==> config.mk <==
export PLATFORM = sky130hd
export DESIGN_NAME = multiword_adder_seq
export DESIGN_NICKNAME = d
export VERILOG_FILES = /design/src/rtl/multiword_adder_seq.sv
export SDC_FILE = /design/constraint.sdc
export NUM_CORES = 1
export LEC_CHECK = 0
export CAP_MARGIN = 15
export CORE_MARGIN = 10
export CORE_UTILIZATION = 53
export DETAILED_ROUTE_END_ITERATION = 10
export PLACE_DENSITY = 0.79
export SLEW_MARGIN = 5
export SYNTH_ARGS = -nofsm -noshare
export SYNTH_HDL_FRONTEND = slang
export SYNTH_SLANG_ARGS = --single-unit
export TNS_END_PERCENT = 20
==> constraint.sdc <==
create_clock -name clk -period 3.2 [get_ports clk]
set_input_delay 0.32 -clock clk [delete_from_list [all_inputs] [get_ports clk]]
set_output_delay 0.32 -clock clk [all_outputs]
set_load 0.05 [all_outputs]
==> src/rtl/multiword_adder_seq.sv <==
// Sequential multi-word adder: feeds a 4-bit carry-lookahead slice one nibble per cycle, LSB first.
// Optional signed-overflow output enabled by defining MWADD_OVF_EN.

module Adder_4bit (
  input  logic [3:0] a,
  input  logic [3:0] b,
  input  logic       c_in,
  output logic [3:0] sum,
  output logic       c_out
);
  logic [3:0] g;
  logic [3:0] p;
  logic [3:0] c;

  assign g = a & b;
  assign p = a ^ b;

  // Carries expanded in lookahead form rather than rippled through c[i].
  assign c[0]  = c_in;
  assign c[1]  = g[0] | (p[0] & c_in);
  assign c[2]  = g[1] | (p[1] & g[0]) | (p[1] & p[0] & c_in);
  assign c[3]  = g[2] | (p[2] & g[1]) | (p[2] & p[1] & g[0]) | (p[2] & p[1] & p[0] & c_in);
  assign c_out = g[3] | (p[3] & g[2]) | (p[3] & p[2] & g[1]) | (p[3] & p[2] & p[1] & g[0])
               | (p[3] & p[2] & p[1] & p[0] & c_in);

  assign sum = p ^ c;
endmodule

module multiword_adder_seq #(
  parameter int NIBBLES = 4
) (
  input  logic                 clk,
  input  logic                 rst_n,
  input  logic                 in_valid,
  output logic                 in_ready,
  input  logic [4*NIBBLES-1:0] in_a,
  input  logic [4*NIBBLES-1:0] in_b,
  input  logic                 in_c,
  output logic                 out_valid,
  input  logic                 out_ready,
  output logic [4*NIBBLES-1:0] out_sum,
  output logic                 out_c
`ifdef MWADD_OVF_EN
  ,
  output logic                 out_ovf
`endif
);
  localparam int WIDTH = 4 * NIBBLES;
  localparam int IDX_W = (NIBBLES > 1) ? $clog2(NIBBLES) : 1;
  localparam logic [IDX_W-1:0] LAST_IDX = IDX_W'(NIBBLES - 1);

  typedef enum logic [1:0] {IDLE, RUN, DONE} state_t;

  state_t             state_q;
  logic [IDX_W-1:0]   idx_q;
  logic               carry_q;
  logic [WIDTH-1:0]   a_q;
  logic [WIDTH-1:0]   b_q;
  logic [WIDTH-1:0]   acc_q;
  logic [WIDTH-1:0]   acc_d;
  logic [WIDTH-1:0]   out_sum_q;
  logic               out_c_q;
  logic               out_valid_q;
  logic [3:0]         add_a;
  logic [3:0]         add_b;
  logic [3:0]         add_sum;
  logic               add_cout;

  assign add_a = a_q[4*idx_q +: 4];
  assign add_b = b_q[4*idx_q +: 4];

  Adder_4bit u_slice (
    .a     (add_a),
    .b     (add_b),
    .c_in  (carry_q),
    .sum   (add_sum),
    .c_out (add_cout)
  );

  // Partial result with the current slice merged in; committed to out_sum on the last slice.
  always_comb begin
    acc_d = acc_q;
    acc_d[4*idx_q +: 4] = add_sum;
  end

`ifdef MWADD_OVF_EN
  logic out_ovf_q;
  assign out_ovf = out_ovf_q;
`endif

  always_ff @(posedge clk or negedge rst_n) begin
    if (!rst_n) begin
      state_q     <= IDLE;
      idx_q       <= '0;
      carry_q     <= 1'b0;
      a_q         <= '0;
      b_q         <= '0;
      acc_q       <= '0;
      out_sum_q   <= '0;
      out_c_q     <= 1'b0;
      out_valid_q <= 1'b0;
`ifdef MWADD_OVF_EN
      out_ovf_q   <= 1'b0;
`endif
    end else begin
      case (state_q)
        IDLE: begin
          if (in_valid) begin
            a_q     <= in_a;
            b_q     <= in_b;
            carry_q <= in_c;
            idx_q   <= '0;
            state_q <= RUN;
          end
        end
        RUN: begin
          acc_q   <= acc_d;
          carry_q <= add_cout;
          if (idx_q == LAST_IDX) begin
            state_q     <= DONE;
            out_valid_q <= 1'b1;
            out_sum_q   <= acc_d;
            out_c_q     <= add_cout;
`ifdef MWADD_OVF_EN
            // Carry into the MSB (recovered from the MSB sum bit) XOR carry out of it.
            out_ovf_q   <= (a_q[WIDTH-1] ^ b_q[WIDTH-1] ^ add_sum[3]) ^ add_cout;
`endif
          end else begin
            idx_q <= idx_q + 1'b1;
          end
        end
        DONE: begin
          if (out_ready) begin
            state_q     <= IDLE;
            out_valid_q <= 1'b0;
          end
        end
        default: state_q <= IDLE;
      endcase
    end
  end

  assign in_ready  = (state_q == IDLE) && rst_n;
  assign out_valid = out_valid_q;
  assign out_sum   = out_sum_q;
  assign out_c     = out_c_q;
endmodule

==> metrics.md, run 1 <==
| Metric | Value |
|---|---|
| Chip width | `100.3 um` |
| Syn nets | `319` |
| Final Wtd Congestion | `0.8520` |
| Worst setup path startpoint | `idx_q[0]$_DFFE_PN0P_` |
| Clk_skew | `0.008513 ns` |
| Vias/cell | `5.837` |
| CTS Buffer Depth | `2` |
| Slew HR | `0.4178` |
| Initial core utilization | `0.5408` |
| Cells after synthesis | `270` |
| Largest net degree at the start of global routing | `72` |
| Hold Violations, Final | `0` |
| Max Cap Violations | `0` |
| CP Capture Type | `flip-flop` |
| Largest cells by area after synthesis | `dfrtp_1 (52%), mux2_2 (10%), mux4_2 (5.3%), ha_1 (4.0%), a32o_1 (3.5%)` |
| Post-CTS sizing | `0` |
| WS Path Type | `reg2reg` |
| Sequential fraction of the synthesis area | `0.5203` |
| Antenna Cells | `0` |
| RR Startpoint | `idx_q[0]$_DFFE_PN0P_` |
| Final worst-path cycle share | `0.8904` |
| Max Freq | `351.0 MHz` |
| H-tree Lvls | `3` |
| Hpwl dp | `5770 um` |
| R2R cell count | `6` |
| Fraction of registers with async set or reset after synthesis | `1.000` |
| RSZ-0062 raised after global routing | `false` |
| Seq cells post-synth | `71` |
| Global-route wire length before repair | `12990 um` |
| Outcome | `finished, final reports clean` |
| Post-route core utilization | `0.6766` |
| Synthesized area | `3415 um2` |
| Area growth, synth to finish | `25.10%` |
| CTS tree | `built` |
| Reg-to-reg slack, setup | `0.35 ns` |
| Post-CTS Setup Bufs | `0` |
| DR pass1 iterations | `4` |
| Setup tns final | `0 ns` |
| # fillers | `505` |
| CP arrival | `3.14 ns` |
| Hold Path Class | `in2async` |
| Worst Setup EP | `acc_q[15]$_DFFE_PN0P_` |
| 1st-iter DRT viols | `98` |
| Worst r2r dst | `acc_q[15]$_DFFE_PN0P_` |
| Total clock sinks | `71` |
| Final ANT Viol Nets | `0` |
| CORE AREA | `6314 um2` |
| Slew @ Worst Pin | `0.8732 ns` |
| Avg Cell Area, Syn | `12.65 um2` |
| Fin. max-slew vios | `0` |
| Row cnt | `29` |
| GRT overflow | `0` |
| Critical Path Source Type | `flip-flop` |
| Min cycle time layout | `2.849 ns` |
| WL/cell | `19.40 um` |
| Clock transition at path regs | `0.08 ns` |
| Top-area cell type share of the netlist area | `0.5203` |
| Io pins | `56` |
| Nets | `377` |
| Cell variety after synth | `43` |
| Post-synth top area cell | `dfrtp_1` |
| Vias in the first global route | `2630` |
| Final setup violation count | `0` |
| Total number of vias | `2393` |
| Post-synth EDFFs | `0` |
| Hold buffers post-CTS | `0` |
| Post-synth top flop | `dfrtp_1` |
| Die Y-Extent | `100.3 um` |
| CP max FO | `11` |
| Root buffer cell | `clkbuf_8` |
| Fraction of layout cells with a size suffix above 1 | `0.2072` |
| WP data required | `3.49 ns` |
| Die area | `10050 um2` |
| GRT Util Overall | `0.1613` |
| Fin Hold WS | `0.2024 ns` |
| CTS buffer count | `9` |
| Initial antenna violation count | `0` |
| Drt total wl | `7954 um` |
| DRC Markers | `0` |
| Yosys warns | `0` |
| Buffers on Ports | `55` |
| Worst-Skew Late Latency | `0.36 ns` |
stage by stage:
step | setup WS [ns] | cell area, um2 | instances
2_1_floorplan | 0.5705 | 3415 | 270
3_3_place_gp | 0.4803 | 4040 | 394
3_5_place_dp | 0.3674 | 4040 | 394
4_1_cts | 0.3330 | 4272 | 410
5_1_grt | 0.1211 | 4272 | 410
6_report | 0.3508 | 4272 | 410
critical path, cell delays in order (launching register included):
cell	delay (ns)
dfrtp_1	0.72
mux4_2	0.59
ha_1	0.44
inv_1	0.15
o21ai_1	0.33
xor2_1	0.35
a32o_1	0.22
how the worst min path moves through the flow:
stage,start,end,slack [ns],cells after the start
6_report,rst_n,out_sum[12]$_DFFE_PN0P_,0.20,2
5_1_grt,rst_n,out_sum[3]$_DFFE_PN0P_,0.26,2
4_1_cts,rst_n,out_sum[9]$_DFFE_PN0P_,0.23,2
3_5_place_dp,b_q[5]$_DFFE_PN0P_,b_q[5]$_DFFE_PN0P_,0.48,1
3_3_place_gp,b_q[5]$_DFFE_PN0P_,b_q[5]$_DFFE_PN0P_,0.47,1
2_1_floorplan,rst_n,a_q[0]$_DFFE_PN0P_,0.02,0
registers in the layout, summed over array words and instances, names as in the netlist:
register	count
idx_q	2
state_q	2
out_c	1
b_q	16
out_valid	1
out_sum	16
carry_q	1
a_q	16
acc_q	16
layer usage:
layer / vias to the layer above / track usage / wire [um]
met5: - / 0 / 0
met4: 0 / 0.05326 / 100
met3: 12 / 0.05357 / 444
met2: 61 / 0.2710 / 4019
met1: 1200 / 0.1893 / 3389
li1: 1120 / - / -
cell usage after synthesis, types with 4 or more instances:
cell and instances:
nor2_1 22, o31ai_1 5, dfrtp_1 71, mux2_2 31, a22o_1 5, a32o_1 12, a221oi_1 8, nand2_1 6
nand2b_1 4, ha_1 11, buf_2 10, nand3_1 9, o21bai_1 4, mux2i_1 4, inv_1 8, a21oi_1 9
mux4_2 8
cells in the final DEF (no fill, tap or decap), drive strengths merged, types with 2 or more instances in the layout:
master	netlist	final
dfrtp	71	71
clkdlybuf4s50	0	54
mux2	33	33
nor2	22	22
a32o	12	12
clkbuf	3	12
ha	11	11
inv	10	11
a21oi	10	10
nand3	9	9
mux4	8	8
a221oi	8	8
buf	12	8
nand2	6	6
o31ai	5	5
a22o	5	5
o21bai	4	4
nand2b	4	4
mux2i	4	4
nor2b	3	3
nor4	3	3
and3	3	3
nor3	3	3
o21ai	3	3
xor2	2	2
or4	2	2
xnor2	2	2
bufinv	0	2
nor3b	2	2
layout make-up:
cell class	instances	area [um2]	area share
Inverter	10	37.54	0.008787
Tap cell	77	96.34	0.02255
Sequential cell	71	1777	0.4159
Clock buffer	12	155.1	0.03632
Timing Repair Buffer	62	598.1	0.1400
Clock inverter	4	76.32	0.01787
Multi-Input combinational cell	174	1531	0.3585
kinds of logic (layout without fill, tap and decap cells):
kind of cell,Yosys count,in the layout,synth area share
compound gates,50,50,0.1154
buf+inv,25,88,0.03115
mux,45,45,0.1733
simple gates,63,63,0.1033
flops,71,71,0.5203
xor+xnor,4,4,0.01026
fa+ha+maj,12,12,0.04617
Power of run 1 is left out: the tool's default activity adds up to more than one toggle a clock period on the data nets, which glitch-free logic cannot reach.
==> run 2, diff against run 1 <==
--- a/config.mk
+++ b/config.mk
@@ -7,2 +7,3 @@
 export LEC_CHECK = 0
+export ABC_CLOCK_PERIOD_IN_PS = 3200
 export CAP_MARGIN = 15
--- a/constraint.sdc
+++ b/constraint.sdc
@@ -3,2 +3,2 @@
 set_output_delay 0.32 -clock clk [all_outputs]
-set_load 0.05 [all_outputs]
+set_load 0.005 [all_outputs]
==> results of run 2 <==
Same layout as run 1 (identical final DEF). Status: finished, final reports clean.
Note: power is estimated with default switching activity, not from simulation.
